`config.mk`:
```
export PLATFORM = sky130hd
export DESIGN_NAME = round_sequencer
export DESIGN_NICKNAME = d
export VERILOG_FILES = /design/src/rtl/round_sequencer.sv
export SDC_FILE = /design/constraint.sdc
export NUM_CORES = 1
export LEC_CHECK = 0
export ABC_AREA = 0
export CAP_MARGIN = 20
export CORE_UTILIZATION = 51
export DETAILED_ROUTE_END_ITERATION = 8
export PLACE_DENSITY = 0.75
export SLEW_MARGIN = 20
export SYNTH_ARGS = -nofsm -noshare
export SYNTH_HDL_FRONTEND = slang
export SYNTH_SLANG_ARGS = --single-unit
```
`constraint.sdc`:
```
create_clock -name clk -period 2.7 [get_ports clk]
set_input_delay 0.405 -clock clk [delete_from_list [all_inputs] [get_ports clk]]
set_output_delay 0.405 -clock clk [all_outputs]
set_load 0.02 [all_outputs]
```
`src/rtl/round_sequencer.sv`:
```
// Whack-a-mole round controller: requests a target, times the response window, scores hits and misses.
// sel_req is a registered-state decode one cycle after start/DELAY; selector and user strobes are only honoured in their own states.
module round_sequencer #(
    parameter int unsigned CLOCK_FREQ        = 50_000,
    parameter int unsigned INIT_INTERVAL_SEC = 6,
    parameter int unsigned DESC_INTERVAL_SEC = 2,
    parameter int unsigned MIN_INTERVAL_SEC  = 1,
    parameter int unsigned NEXT_DELAY_CYCLES = 5000,
    parameter int unsigned PTS_MULT          = 1,
    parameter int unsigned MAX_MISSES        = 3
) (
    input  logic        clk,
    input  logic        rst,
    input  logic        start_game,
    output logic        sel_req,
    input  logic        sel_valid,
    input  logic [3:0]  sel_number,
    input  logic        user_valid,
    input  logic [3:0]  user_number,
    output logic [3:0]  target_number,
    output logic        target_valid,
    output logic [31:0] pts_counter,
    output logic [3:0]  miss_count,
    output logic [31:0] interval_cycles,
    output logic        game_over
);

    localparam logic [31:0] INIT_CYC  = 32'(INIT_INTERVAL_SEC * CLOCK_FREQ);
    localparam logic [31:0] DESC_CYC  = 32'(DESC_INTERVAL_SEC * CLOCK_FREQ);
    localparam logic [31:0] MIN_CYC   = 32'(MIN_INTERVAL_SEC * CLOCK_FREQ);
    localparam logic [31:0] DELAY_CYC = 32'(NEXT_DELAY_CYCLES);
    localparam logic [31:0] PTS_INC   = 32'(PTS_MULT);
    localparam logic [3:0]  MAX_MISS  = 4'(MAX_MISSES);
    // Threshold kept 33 bits wide so DESC+MIN cannot wrap.
    localparam logic [32:0] SHRINK_OK = {1'b0, DESC_CYC} + {1'b0, MIN_CYC};

    typedef enum logic [2:0] {
        S_IDLE, S_REQ, S_WAIT_SEL, S_ACTIVE, S_HIT, S_MISS, S_DELAY, S_OVER
    } state_t;

    state_t      state_q, state_d;
    logic [3:0]  target_q, target_d;
    logic [31:0] pts_q, pts_d;
    logic [3:0]  miss_q, miss_d;
    logic [31:0] interval_q, interval_d;
    logic [31:0] count_q, count_d;
    logic [31:0] delay_q, delay_d;

    always_comb begin
        state_d    = state_q;
        target_d   = target_q;
        pts_d      = pts_q;
        miss_d     = miss_q;
        interval_d = interval_q;
        count_d    = count_q;
        delay_d    = delay_q;
        case (state_q)
            S_IDLE, S_OVER: begin
                if (start_game) begin
                    pts_d      = '0;
                    miss_d     = '0;
                    interval_d = INIT_CYC;
                    state_d    = S_REQ;
                end
            end
            S_REQ: state_d = S_WAIT_SEL;
            S_WAIT_SEL: begin
                if (sel_valid) begin
                    target_d = sel_number;
                    count_d  = interval_q;
                    state_d  = S_ACTIVE;
                end
            end
            S_ACTIVE: begin
                if (user_valid && (user_number == target_q)) begin
                    state_d = S_HIT;
                end else if (user_valid || (count_q == 32'd1)) begin
                    state_d = S_MISS;
                end else begin
                    count_d = count_q - 32'd1;
                end
            end
            S_HIT: begin
                pts_d      = pts_q + PTS_INC;
                interval_d = ({1'b0, interval_q} >= SHRINK_OK) ? (interval_q - DESC_CYC) : MIN_CYC;
                delay_d    = DELAY_CYC;
                state_d    = S_DELAY;
            end
            S_MISS: begin
                miss_d = miss_q + 4'd1;
                if (miss_d == MAX_MISS) begin
                    state_d = S_OVER;
                end else begin
                    delay_d = DELAY_CYC;
                    state_d = S_DELAY;
                end
            end
            S_DELAY: begin
                if (delay_q <= 32'd1) begin
                    state_d = S_REQ;
                end else begin
                    delay_d = delay_q - 32'd1;
                end
            end
            default: state_d = S_IDLE;
        endcase
    end

    always_ff @(posedge clk) begin
        if (rst) begin
            state_q    <= S_IDLE;
            target_q   <= '0;
            pts_q      <= '0;
            miss_q     <= '0;
            interval_q <= INIT_CYC;
            count_q    <= '0;
            delay_q    <= '0;
        end else begin
            state_q    <= state_d;
            target_q   <= target_d;
            pts_q      <= pts_d;
            miss_q     <= miss_d;
            interval_q <= interval_d;
            count_q    <= count_d;
            delay_q    <= delay_d;
        end
    end

    assign sel_req         = (state_q == S_REQ);
    assign target_valid    = (state_q == S_ACTIVE);
    assign game_over       = (state_q == S_OVER);
    assign target_number   = target_q;
    assign pts_counter     = pts_q;
    assign miss_count      = miss_q;
    assign interval_cycles = interval_q;

endmodule

```
; ---- Word level (Yosys, flattened, before mapping)
; Cells that the tools add are included.
[word_totals]
regBits = 139
out_inout_bits = 75
elab_cells = 67
input_bits = 13
[op_classes]
n_eq_ne = 18
n_lt_le_gt_ge = 2
n_reduce_logical = 14
muxes = 21
addsub = 5
[op_table]
columns = cell, count
row1 = $mux 32, 8
row2 = $pmux 32 s2, 3
row3 = $pmux 32 s3, 1
row4 = $sub 32x1->32 const B, 2
row5 = $add 32x1->32 const B, 1
row6 = $eq 32x1->1 const B, 1
row7 = $ge 32x18->1 const B, 1
row8 = $le 32x1->1 const B, 1
row9 = $sub 32x17->32 const B, 1
row10 = $pmux 3 s7, 1
row11 = $mux 3, 5
row12 = $ne 2x2->1 const B, 7
row13 = $eq 3x3->1 const B, 4
row14 = $pmux 4 s2, 1
row15 = $reduce_and 4->1, 2
row16 = $eq 3x2->1 const B, 2
row17 = $reduce_and 2->1, 3
row18 = $reduce_bool 2->1, 3
row19 = $add 4x1->4 const B, 1
row20 = $eq 4x2->1 const B, 1
row21 = $eq 4x4->1, 1
row22 = $mux 4, 1
row23 = $eq 3x1->1 const B, 1
row24 = $logic_not 3->1, 1
row25 = 7 further kinds, 7

; ---- Longest topological paths before layout
[logic_depth]
ltp_word = 5
mapped_depth = 10
depth_no_buf = 8

; ---- Worst setup path after synthesis
; No wires, ideal clock.
[synth_path]
path_kind = flip-flop to flip-flop
startpoint = register interval_q[18], in the netlist interval_cycles[18]
endpoint = register interval_q[16], in the netlist interval_cycles[16]
t_arrival_ns = 2.522
path_slack_ns = 0.047
n_path_buf = 3
path_stages_with_launch = 10
period_less_slack_ns = 2.653
required_time_ns = 2.568
setup_ns = 0.132
cell_sequence = dfxtp_1 > clkbuf_1 > or4_1 > or3_1 > clkbuf_1 > nor3_1 > a211oi_1 > clkbuf_1 > a21oi_1 > mux2i_1
[synth_between]
elab_chain_len = 3
[synth_lines]
columns = item, line
row1 = start: declaration, 45  ; logic [31:0] interval_q, interval_d;
row2 = start signal: assignment, 123  ; interval_q <= interval_d;
row3 = $ge 32x18->1, 85  ; interval_d = ({1'b0, interval_q} >= SHRINK_OK) ? (interval_q - DESC_CYC) : MIN_CYC;
row4 = $mux 32, 85
row5 = $pmux 32 s2, 57  ; case (state_q)
; No other way between the ends.
; A chain may end at the register's enable or synchronous reset.

; ---- Final worst setup path
[layout_path]
startpoint = register delay_q[4]
endpoint = register delay_q[0]
[layout_between]
elab_chain_len = 3
[layout_lines]
columns = item, line
row1 = start: declaration, 47  ; logic [31:0] delay_q, delay_d;
row2 = start signal: assignment, 125  ; delay_q <= delay_d;
row3 = $le 32x1->1, 99  ; if (delay_q <= 32'd1) begin
row4 = $ne 2x2->1 (no source line), --
row5 = $reduce_and 3->1 (no source line), --
; No other way between the ends.

==> key figures <==
Final layout
  – Area Overhead vs Synth: 23.9%
  – Ant. Diodes: 0
  – Filler instances: 1243
  – Share of layout cells above drive strength 1: 0.0955
  – Design Area, Final: 9040 sq um
  – NumNets Final: 1070

Worst setup path
  – CP Class: register to register
  – Startpoint Class: register
  – Crit path DAT: between 2 and 3 ns
  – CP Capture Type: register
  – R2R depth: 7
  – CP max FO: 5
  – CP required: 3.03 ns

STA
  – Slew Viols, Final: 0
  – Setup Total Neg Slack: 0 ns
  – Highest Clock Rate: just under 0.4 GHz
  – Layout Skew: approximately 0.0045 ns
  – Final count of negative-setup-slack endpoints: 0
  – Final WS setup: ~0.16 ns
  – Period minus WS final: between 2 and 3 ns
  – Worst-Margin Slew: between 0.7 and 0.8 ns
  – Final hold slack: between 0.3 and 0.4 ns
  – Unrepaired setup endpoints after global routing: false
  – Fin crit share: 0.940
  – Final Hold Fails: 0
  – Normalized max-slew margin: 0.467

Synth
  – Dominant cell type by area after synthesis: dfxtp_1
  – Sequential element share of the synthesized area: 0.370
  – Number of synthesized register bits: around 140
  – Top cell type's share of synthesized area: 0.370
  – Mean area per synthesized cell: between 7 and 8 sq um
  – Number of flops mapped to enable cells by yosys: 0
  – FFs w/ async S/R, synth: 0
  – Synth area leaders: dfxtp_1 (37%), a21oi_1 (6.3%), nand2_1 (5.6%)
  – Mapped Cells: 958
  – Synth cell types: 67
  – Synthesized area: 7290 sq um
  – Primary FF master, synth: dfxtp_1
  – Yosys warnings: 0

Floorplanning
  – Die Width: 122 um
  – I/O Pins: between 80 and 90
  – Rows: 43
  – Effective utilization at floorplan: 0.523
  – Die height: around 120 um
  – Core area: 13900 sq um
  – Die footprint: 14800 sq um

Power and ir drop
  – Maximum vdd drop: between 0.6 and 0.7 mV
  – Leak: approximately 3.3 nW
  – PD cells: around 830 nW/um^2

Placement
  – DP HPWL: roughly 14 mm
  – Pre-CTS setup slack: between 0.1 and 0.15 ns
  – Post-DP Area: between 8000 and 9000 sq um
  – Port bufs: 83
  – Gpl congestion: ~0.86

Routing
  – TritonRoute pass-1 iters: 5
  – DRC: 0
  – Vias per cell: between 6 and 7
  – Drt wl/cell: about 16 um
  – Initial DRC Count: approximately 600
  – DRT Wirelength: 20.1 mm
  – Final antenna-violating net count: 0
  – Vias post-DR: roughly 7500

Clock network
  – Clock slew at reported path FFs: roughly 0.05 ns
  – CTS Buf Count: 17
  – Clock Path Buffers: 2
  – TritonCTS clock tree: built
  – H-Tree Depth: 4
  – Clock Sinks: between 100 and 150
  – Hold buffers post-CTS: 0
  – Worst skew pair latency: between 0.4 and 0.5 ns
  – Post-CTS Setup Repair Bufs: 0
  – Root Driver: clkbuf_16

Min path
  – Cells on Worst Hold Path: 2
  – Worst min-delay path class: input port to register

Status
  – Status: completed

Global routing
  – Pin count of the biggest net entering global routing: 73
  – First-pass GRT wire length: 32.7 mm
  – Initial antenna violation count: 0
  – Total global-route track usage: 0.279
  – Number of global-route vias before repair: about 6600
  – GRT overflow: 0

Run
  – Max Cap Viol: 0
[path summary, 6_finish.rpt]
check	start	slack (ns)	to
hold / removal	rst	0.37	count_q[21]
setup reg to reg	delay_q[4]	0.16	delay_q[0]
setup / recovery	delay_q[4]	0.16	delay_q[0]
hold reg to reg	count_q[19]	0.47	count_q[19]
[registers in the layout (all words and copies together) (netlist names)]
register,cells
count_q,32
delay_q,32
pts_counter,32
interval_cycles,28
miss_count,4
target_number,4
state_q,3
[Yosys cell counts (7+ instances only)]
library cell  count
a21oi_1          92
a31oi_1          22
and3_1            8
clkbuf_1         49
dfxtp_1         135
ha_1              8
inv_1            29
mux2_2            9
mux2i_1           7
nand2_1         108
nand3_1          32
nand4_1          30
nor2_1          104
nor3_1           27
nor4_1           23
o211ai_1         17
o21ai_0          52
o31ai_1          17
or2_2            10
or3_1            25
or4_1            10
xnor2_1          11
xor2_1           15
[per-layer routing]
metal / vias to the layer above / GRT usage / wire [um]
met1: 3535 / 0.386 / 9210
li1: 3683 / - / -
met5: - / 0 / 0
met2: 236 / 0.423 / 9040
met4: 0 / 0.104 / 420
met3: 32 / 0.0632 / 1440
[cell families (layout without fill, tap and decap cells)]
logic type,count (synthesis),after routing,share of synthesized area
XOR/XNOR,26,26,0.0312
other,1,4,0.000514
adder cells (fa/ha/maj),8,8,0.0137
flip-flops,135,135,0.370
buffers and inverters,90,187,0.0492
multiplexers,16,16,0.0235
AO/OA/AOI/OAI,263,263,0.225
AND/OR/NAND/NOR,419,419,0.287
[what timing repair did]
action                                  4_1_cts  5_1_grt
hold endpoints to repair                      0        0
endpoints found under the setup margin        0        2
gates resized for setup                       0        1
[report_power, final]
group          switching, W  leakage, nW  internal [W]  total, W
clock              0.000825        0.262       0.00138   0.00221
sequential         0.000222         1.09       0.00217   0.00239
combinational       0.00181         1.91       0.00112   0.00293
total               0.00285         3.26       0.00468   0.00753
[cell type report]
cell class / count / area (sq um) / share of cell area
multi-input combinational: 736 / 4270 / 0.472
sequential: 135 / 2700 / 0.299
timing repair buffer: 129 / 1180 / 0.131
clock buffer: 24 / 472 / 0.0522
tap: 180 / 225 / 0.0249
inverter: 30 / 113 / 0.0125
clock inverter: 4 / 72.6 / 0.00803
[worst max-delay path, cell delays in order, from the launching register on]
cell and delay [ns]:
dfxtp_1 0.33, or4_4 0.56, or3_4 0.36, or4_4 0.58
buf_4 0.18, nor2_1 0.15, nor2b_1 0.08, o31ai_1 0.21
[layout by cell type (no fill, tap or decap), drive strengths merged, types with 6 or more instances in the layout]
cell type	netlist	layout
nor3b	7	7
clkdlybuf4s50	0	82
nor2	105	105
mux2	9	9
nor3	27	27
and2	7	7
or2	11	11
o211ai	17	17
nand2b	6	6
nor4	23	23
buf	10	47
nand3	32	32
o21a	6	6
nand4	30	30
mux2i	7	7
or3	26	26
a211oi	6	6
a31oi	22	22
nand2	108	108
clkbuf	50	24
inv	29	29
or4	11	11
ha	8	8
o31ai	17	17
a21oi	92	92
dfxtp	135	135
and3	8	8
nand4b	6	6
xnor2	11	11
xor2	15	15
o21ai	53	53
[per-stage QoR]
stage	power (W)	utilization	instances
2_1_floorplan	0.00430	-	961
3_3_place_gp	0.00524	0.609	1210
3_5_place_dp	0.00526	0.609	1210
4_1_cts	0.00748	0.648	1238
5_1_grt	0.00794	0.649	1238
6_report	0.00753	0.649	1238
Note: power is estimated with default switching activity, not from simulation.
